[src/rtl/sd_pkg.sv]
// Shared SD definitions: FSM state encodings, block geometry and address forming.
// Used by both the recorder and the playback driver.
// Pure declarations, no logic.
package sd_pkg;

    localparam int SD_BLOCK_BYTES = 512;
    localparam int BLOCK_IDX_W    = 23;

    typedef enum logic [2:0] {
        ST_IDLE     = 3'b000,
        ST_ARM      = 3'b001,
        ST_PREFETCH = 3'b010,
        ST_WRITE    = 3'b011,
        ST_CLOSE    = 3'b100
    } sd_state_e;

    // Byte address of an SD block: block index times 512.
    function automatic logic [31:0] sd_block_addr(input logic [BLOCK_IDX_W-1:0] blk);
        return {blk, 9'b0};
    endfunction

endpackage

[src/rtl/sd_byte_serializer.sv]
// Holds the current 16-bit sample and presents it as two bytes, low byte first.
// Latency: fifo_rd pulse the cycle after fetch_i, hold loaded two cycles after fetch_i; pad words load at once.
// Backpressure: none; relies on successive controller wreqs being at least 3 cycles apart.
module sd_byte_serializer
    import sd_pkg::*;
#(
    parameter logic [15:0] PAD_WORD = 16'h0000
) (
    input  logic        clk,
    input  logic        rst_n,
    input  logic        arm_i,         // recording accepted: clear the sticky underrun flag
    input  logic        clear_i,       // block start: next byte is the low byte
    input  logic        fetch_i,       // fetch the next word (FIFO or pad)
    input  logic        stop_req_i,
    input  logic        wreq_i,        // controller consumed the current byte
    input  logic        fifo_empty_i,
    output logic        fifo_rd_o,
    input  logic [15:0] fifo_data_i,
    output logic [7:0]  wdata_o,
    output logic        byte_sel_o,
    output logic        word_real_o
);

    logic [15:0] hold_q, hold_d;
    logic        real_q, real_d;
    logic        sel_q, sel_d;
    logic        rd_q, rd_d;
    logic        ld_q, ld_d;
    logic        underrun_q, underrun_d;
    logic [7:0]  wdata_q, wdata_d;

    // Next-state: FIFO read pipeline, pad substitution, byte toggle and output byte mux.
    always_comb begin
        hold_d     = hold_q;
        real_d     = real_q;
        sel_d      = sel_q;
        rd_d       = 1'b0;
        ld_d       = rd_q;
        underrun_d = arm_i ? 1'b0 : underrun_q;

        // FIFO data is valid the cycle after the read strobe.
        if (ld_q) begin
            hold_d = fifo_data_i;
            real_d = 1'b1;
        end

        if (clear_i) begin
            sel_d = 1'b0;
        end else if (wreq_i) begin
            sel_d = ~sel_q;
        end

        if (fetch_i) begin
            if (!fifo_empty_i) begin
                rd_d = 1'b1;
            end else begin
                // Nothing to read: pad. Without a pending stop this is an underrun.
                hold_d = PAD_WORD;
                real_d = 1'b0;
                if (!stop_req_i) begin
                    underrun_d = 1'b1;
                end
            end
        end

        // Output byte follows the next hold/byte_sel so it is always coherent with them.
        wdata_d = sel_d ? hold_d[15:8] : hold_d[7:0];
    end

    // State registers.
    always_ff @(posedge clk or negedge rst_n) begin
        if (!rst_n) begin
            hold_q     <= '0;
            real_q     <= 1'b0;
            sel_q      <= 1'b0;
            rd_q       <= 1'b0;
            ld_q       <= 1'b0;
            underrun_q <= 1'b0;
            wdata_q    <= '0;
        end else begin
            hold_q     <= hold_d;
            real_q     <= real_d;
            sel_q      <= sel_d;
            rd_q       <= rd_d;
            ld_q       <= ld_d;
            underrun_q <= underrun_d;
            wdata_q    <= wdata_d;
        end
    end

    assign fifo_rd_o   = rd_q;
    assign wdata_o     = wdata_q;
    assign byte_sel_o  = sel_q;
    assign word_real_o = real_q;

endmodule

[src/rtl/sd_recorder.sv]
// Records 16-bit FIFO samples to consecutive 512-byte SD blocks; stop flushes a zero-padded final block.
// Latency: start with fifo_prog high -> SDctrl_start 3 cycles later; one byte per SDctrl_wreq.
// Backpressure: waits for fifo_prog (or stop) before each block and for controller idle before advancing.
module sd_recorder
    import sd_pkg::*;
#(
    parameter int          SAMPLES_PER_BLOCK = SD_BLOCK_BYTES / 2,
    parameter logic [15:0] PAD_WORD          = 16'h0000
) (
    input  logic                   clk,
    input  logic                   rst_n,
    input  logic                   start,
    input  logic                   stop,
    input  logic [BLOCK_IDX_W-1:0] start_block,
    input  logic                   fifo_empty,
    input  logic                   fifo_prog,
    output logic                   fifo_rd,
    input  logic [15:0]            fifo_data,
    input  logic                   SDctrl_available,
    input  logic                   SDctrl_wreq,
    output logic                   SDctrl_start,
    output logic [31:0]            SDctrl_address,
    output logic [7:0]             SDctrl_wdata,
    output logic                   busy,
    output logic [31:0]            nb_data,
    output logic [2:0]             state
);

    localparam int CNT_W = $clog2(SAMPLES_PER_BLOCK + 1);

    sd_state_e              state_q;
    logic                   pf_phase_q;
    logic [BLOCK_IDX_W-1:0] block_q;
    logic [31:0]            nb_data_q;
    logic [CNT_W-1:0]       cnt_q;
    logic                   stop_req_q;
    logic                   sd_start_q;

    logic             byte_sel;
    logic             word_real;
    logic             wreq_w;
    logic             hi_wreq;
    logic             block_done;
    logic             arm_go;
    logic             fetch;
    logic             start_acc;
    logic             load_blk;
    logic [CNT_W-1:0] cnt_inc;

    // Decision terms shared by the FSM and the serializer.
    always_comb begin
        wreq_w     = SDctrl_wreq && (state_q == ST_WRITE);
        hi_wreq    = wreq_w && byte_sel;
        cnt_inc    = cnt_q + CNT_W'(1);
        block_done = hi_wreq && (cnt_inc == CNT_W'(SAMPLES_PER_BLOCK));
        arm_go     = (state_q == ST_ARM) && (fifo_prog || (stop_req_q && !fifo_empty));
        fetch      = arm_go || (hi_wreq && !block_done);
        start_acc  = (state_q == ST_IDLE) && start;
        load_blk   = (state_q == ST_PREFETCH) && pf_phase_q;
    end

    sd_byte_serializer #(
        .PAD_WORD (PAD_WORD)
    ) u_ser (
        .clk          (clk),
        .rst_n        (rst_n),
        .arm_i        (start_acc),
        .clear_i      (load_blk),
        .fetch_i      (fetch),
        .stop_req_i   (stop_req_q),
        .wreq_i       (wreq_w),
        .fifo_empty_i (fifo_empty),
        .fifo_rd_o    (fifo_rd),
        .fifo_data_i  (fifo_data),
        .wdata_o      (SDctrl_wdata),
        .byte_sel_o   (byte_sel),
        .word_real_o  (word_real)
    );

    // Recording FSM with block/sample counters and the command handshake.
    always_ff @(posedge clk or negedge rst_n) begin
        if (!rst_n) begin
            state_q    <= ST_IDLE;
            pf_phase_q <= 1'b0;
            block_q    <= '0;
            nb_data_q  <= '0;
            cnt_q      <= '0;
            stop_req_q <= 1'b0;
            sd_start_q <= 1'b0;
        end else begin
            if ((state_q != ST_IDLE) && stop) begin
                stop_req_q <= 1'b1;
            end
            // Command request drops once the controller has gone busy.
            if (sd_start_q && !SDctrl_available) begin
                sd_start_q <= 1'b0;
            end
            case (state_q)
                ST_IDLE: begin
                    if (start) begin
                        block_q    <= start_block;
                        nb_data_q  <= '0;
                        stop_req_q <= 1'b0;
                        state_q    <= ST_ARM;
                    end
                end
                ST_ARM: begin
                    if (arm_go) begin
                        pf_phase_q <= 1'b0;
                        state_q    <= ST_PREFETCH;
                    end else if (stop_req_q && fifo_empty) begin
                        state_q <= ST_IDLE;
                    end
                end
                ST_PREFETCH: begin
                    // Phase 0: FIFO read in flight; phase 1: word lands in hold.
                    if (!pf_phase_q) begin
                        pf_phase_q <= 1'b1;
                    end else begin
                        pf_phase_q <= 1'b0;
                        sd_start_q <= 1'b1;
                        cnt_q      <= '0;
                        state_q    <= ST_WRITE;
                    end
                end
                ST_WRITE: begin
                    if (hi_wreq) begin
                        cnt_q <= cnt_inc;
                        if (word_real) begin
                            nb_data_q <= nb_data_q + 32'd1;
                        end
                        if (block_done) begin
                            state_q <= ST_CLOSE;
                        end
                    end
                end
                ST_CLOSE: begin
                    if (!sd_start_q && SDctrl_available) begin
                        block_q <= block_q + BLOCK_IDX_W'(1);
                        state_q <= (stop_req_q && fifo_empty) ? ST_IDLE : ST_ARM;
                    end
                end
                default: state_q <= ST_IDLE;
            endcase
        end
    end

    assign SDctrl_start   = sd_start_q;
    assign SDctrl_address = sd_block_addr(block_q);
    assign busy           = (state_q != ST_IDLE);
    assign nb_data        = nb_data_q;
    assign state          = state_q;

endmodule

[config.mk]
export PLATFORM = sky130hd
export DESIGN_NAME = sd_recorder
export DESIGN_NICKNAME = d
export VERILOG_FILES = /design/src/rtl/sd_pkg.sv /design/src/rtl/sd_byte_serializer.sv /design/src/rtl/sd_recorder.sv
export SDC_FILE = /design/constraint.sdc
export NUM_CORES = 1
export LEC_CHECK = 0
export CAP_MARGIN = 25
export CORE_ASPECT_RATIO = 0.7
export CORE_MARGIN = 4
export CORE_UTILIZATION = 29
export CTS_BUF_LIST = sky130_fd_sc_hd__clkbuf_2
export CTS_CLUSTER_SIZE = 28
export DETAILED_ROUTE_END_ITERATION = 12
export SETUP_SLACK_MARGIN = 0.02
export SYNTH_ARGS = -nofsm -noshare
export SYNTH_HDL_FRONTEND = slang
export SYNTH_SLANG_ARGS = --single-unit
[constraint.sdc]
create_clock -name clk -period 2.7 [get_ports clk]
set_input_delay 0.54 -clock clk [delete_from_list [all_inputs] [get_ports clk]]
set_output_delay 0.54 -clock clk [all_outputs]
set_load 0.05 [all_outputs]
==> impl_metrics.py <==
metrics = {
    "timing": {
        "min_period_over_period_pct": 94.7,
        "layout_min_cycle_time_ns": 2.56,
        "fmax_mhz": 391,
        "slew_viol_final": 0,
        "worstMarginPinSlew_ns": 0.920,
        "max_slew_margin_pct": 38.7,
        "rsz0062_at_grt": "no",
        "finalHoldViolCount": 0,
        "tns_ns": 0,
        "skew_ns": 0.0349,
        "setup_violations": 0,
    },
    "layout": {
        "nets": 733,
        "drive_gt1_share_pct": 10.4,
        "areaGrowthSynthToFinish_pct": 31.3,
        "fillers": 1784,
        "diodes": 0,
        "fin_area_um2": 7010,
    },
    "synthesis": {
        "synth.avg_cell_area_um2": 9.53,
        "synth_most_common_cell": "dfrtp_1",
        "synthTopCellsByCount": "dfrtp_1, nand2_1, nor2_1",
        "synth-seq-area-share_pct": 46.0,
        "synthesis.area_um2": 5340,
        "synth.area.top_cells": "dfrtp_1, mux2i_1, a21oi_1",
        "synth_area_leader_cell": "dfrtp_1",
        "ys_ff_latch": 98,
        "yosys.cell_types.count": 58,
        "synth_top_area_share_pct": 46.0,
        "synth-main-ff-cell": "dfrtp_1",
        "async_flop_share_pct": 100,
        "synth_warnings": 0,
        "synth_edf_count": 0,
        "synthCells": 560,
    },
    "pwr": {
        "switching_share_pct": 45.1,
        "clockPowerShare_pct": 11.2,
        "ir_worst_vdd_mv": 0.452,
        "p_leak_nw": 2.91,
        "p_seq_share_pct": 41.0,
        "power_mw": 5.62,
        "internal-power_mw": 3.08,
        "pwr-share-comb_pct": 47.9,
        "p_sw_mw": 2.54,
        "p_per_area_nw_per_um2": 802,
    },
    "global_routing": {
        "busiest_layer": "met2",
        "grt_overflow_total": 0,
        "track_usage_pct": 14.9,
        "gr-usage-met1_pct": 21.0,
        "grt_antenna_before_repair": 0,
        "grt_util_met3_pct": 4.69,
        "met2_usage_pct": 22.2,
        "grt_max_degree": 53,
        "grt_pass1_vias": 4813,
        "grt_pass1_wl_mm": 24.9,
    },
    "floorplan": {
        "die_h_um": 121,
        "initial_utilization_pct": 29.6,
        "core_area_um2": 18100,
        "rows": 41,
        "io_pins": 125,
        "die_x_um": 170,
        "die-area_um2": 20700,
    },
    "run_status": {
        "status": "finished clean",
    },
    "route": {
        "wl_mm": 15.3,
        "routedWlPerCell_um": 16.6,
        "vias_per_cell": 5.30,
        "ant_nets": 0,
        "drc": 0,
        "num_vias": 4878,
        "drt_iter0_drc": 403,
        "drtPass1Iterations": 6,
    },
    "critical_path": {
        "timing.rr.end": "nb_data[30]",
        "end_kind": "flop",
        "path_buf_inv": 2,
        "cp_max_fo": 5,
        "worstSetupStartpointType": "flop",
        "cp_slowest_cell": "dfrtp_4",
        "rrSetupSlack_ns": 0.14,
        "worstPathCellList": "nor2b_4 -> and3_4 -> ha_4 -> nand4_1 -> buf_6 -> a2111oi_4 -> buf_4 -> nand4_1 -> or3_4 -> a21oi_2",
        "critPathMaxStageDelay_ns": 0.55,
        "critPathKind": "flop to flop",
        "critPathMostFrequentCell": "nand4_1",
        "reg2regPathDepth": 10,
        "critPathTopFamily": "simple AND/OR/NAND/NOR gates",
        "worstPathRequired_ns": 3.20,
        "crit_arrival_ns": 3.06,
        "timing.rr.start": "state[2]",
    },
    "worst_hold_path": {
        "hp-class": "flop to flop",
        "holdPathStages": 0,
        "min_to": "u_ser.ld_q",
        "hp-start": "u_ser.fifo_rd_o",
    },
    "clocking": {
        "htree_num_levels": 3,
        "cts.sinks": 98,
        "clk_latency_ns": 0.58,
        "clock_tree.root_cell": "clkbuf_2",
        "cts_tree": "built",
        "clk_pin_slew_ns": 0.26,
        "numCtsBuffers": 9,
        "clockBufferDepth": 2,
    },
    "flow_run": {
        "max_cap_viol_count": 0,
    },
    "placed_design": {
        "placed_cell_area_um2": 6830,
        "dp_hpwl_mm": 11.0,
        "port_buffers": 115,
        "place.gp.congestion": 0.849,
    },
}
power by group through the flow:
stage	Combinational, mW	Clock [mW]	Sequential, mW
detailed placement	2.68	0	2.32
finish	2.69	0.628	2.30
global route	2.89	0.746	2.37
CTS	2.68	0.676	2.30
global placement	2.64	0	2.29
floorplan	1.02	0	3.00
routing by layer:
| metal | routed length, um | vias up |
|---|---|---|
| met1 | 7300 | 2393 |
| met4 | 285 | 0 |
| li1 | - | 2288 |
| met3 | 1030 | 25 |
| met5 | 0 | - |
| met2 | 6660 | 172 |
registers in the layout, indices dropped and copies added, names as in the netlist:
register           count
u_ser.fifo_rd_o        1
u_ser.byte_sel_o       1
u_ser.word_real_o      1
pf_phase_q             1
state                  3
u_ser.wdata_o          8
cnt_q                  9
stop_req_q             1
block_q               23
nb_data               32
SDctrl_start           1
u_ser.ld_q             1
u_ser.hold_q          16
stage by stage:
stage | hold slack (ns) | setup WS, ns | std cells | utilization [%]
floorplan | 0.244 | -0.103 | 568 | -
global route | 0.388 | 0.00169 | 921 | 38.8
detailed placement | 0.381 | -0.216 | 899 | 37.8
finish | 0.444 | 0.144 | 921 | 38.8
CTS | 0.400 | -0.0676 | 915 | 38.3
global placement | 0.377 | -0.188 | 899 | 37.8
cells by family (layout without fill, tap and decap cells):
kind of cell | after synthesis | after routing | synth area share, %
AO/OA/AOI/OAI | 127 | 127 | 15.3
XOR/XNOR | 24 | 24 | 3.94
adder cells (fa/ha/maj) | 5 | 5 | 1.17
buffers and inverters | 48 | 165 | 4.13
flip-flops | 98 | 98 | 46.0
multiplexers | 27 | 27 | 6.94
other | 1 | 9 | 0.0703
AND/OR/NAND/NOR | 230 | 230 | 22.5
layout by cell type (no fill, tap or decap), types with 11 or more instances in the layout:
cell type	synthesis	layout
nor2_1	41	41
nand3_1	30	30
buf_4	9	27
clkdlybuf4s50_1	0	109
o22ai_1	11	11
mux2i_1	19	19
nand2_1	48	48
a21oi_1	37	35
xor2_1	19	19
dfrtp_1	98	95
nor3_1	24	24
and3_1	18	17
o21ai_0	35	34
clkbuf_2	0	12
nand4_1	19	19
area by class of cell:
type                       instances  area, um^2  area share (%)
clock inverter                     4        28.8           0.411
inverter                           5        18.8           0.268
multi-input combinational        422        2750            39.2
clock buffer                      11        55.1           0.785
sequential                        98        2460            35.1
timing repair buffer             145        1400            20.0
tap                              236         295            4.21
worst register-to-register path: cells and delay by family (launching register included):
family | cells | cell delay [ns]
DFF | 1 | 0.55
adders and majority gates | 1 | 0.12
AOI/OAI and AO/OA | 2 | 0.41
buffers and inverters | 2 | 0.35
and+or+nand+nor | 5 | 1.05
worst max-delay path by stage:
stage                start          end  slack [ns]  cells after the start
2_1_floorplan     state[2]  nb_data[31]       -0.10                     10
5_1_grt           state[2]  nb_data[27]       0.002                     10
6_report          state[2]  nb_data[30]        0.14                     10
3_5_place_dp   SDctrl_wreq  nb_data[27]       -0.22                      9
3_3_place_gp   SDctrl_wreq  nb_data[31]       -0.19                      8
4_1_cts           state[2]         busy       -0.07                      3
what timing repair did:
action	in CTS	in global routing
pin swaps	0	1
hold buffers	1	0
resized for setup	3	11
hold endpoints to repair	49	0
setup endpoints to repair	3	9
setup buffers	0	6
No activity file was read; power rests on OpenSTA's default activity.
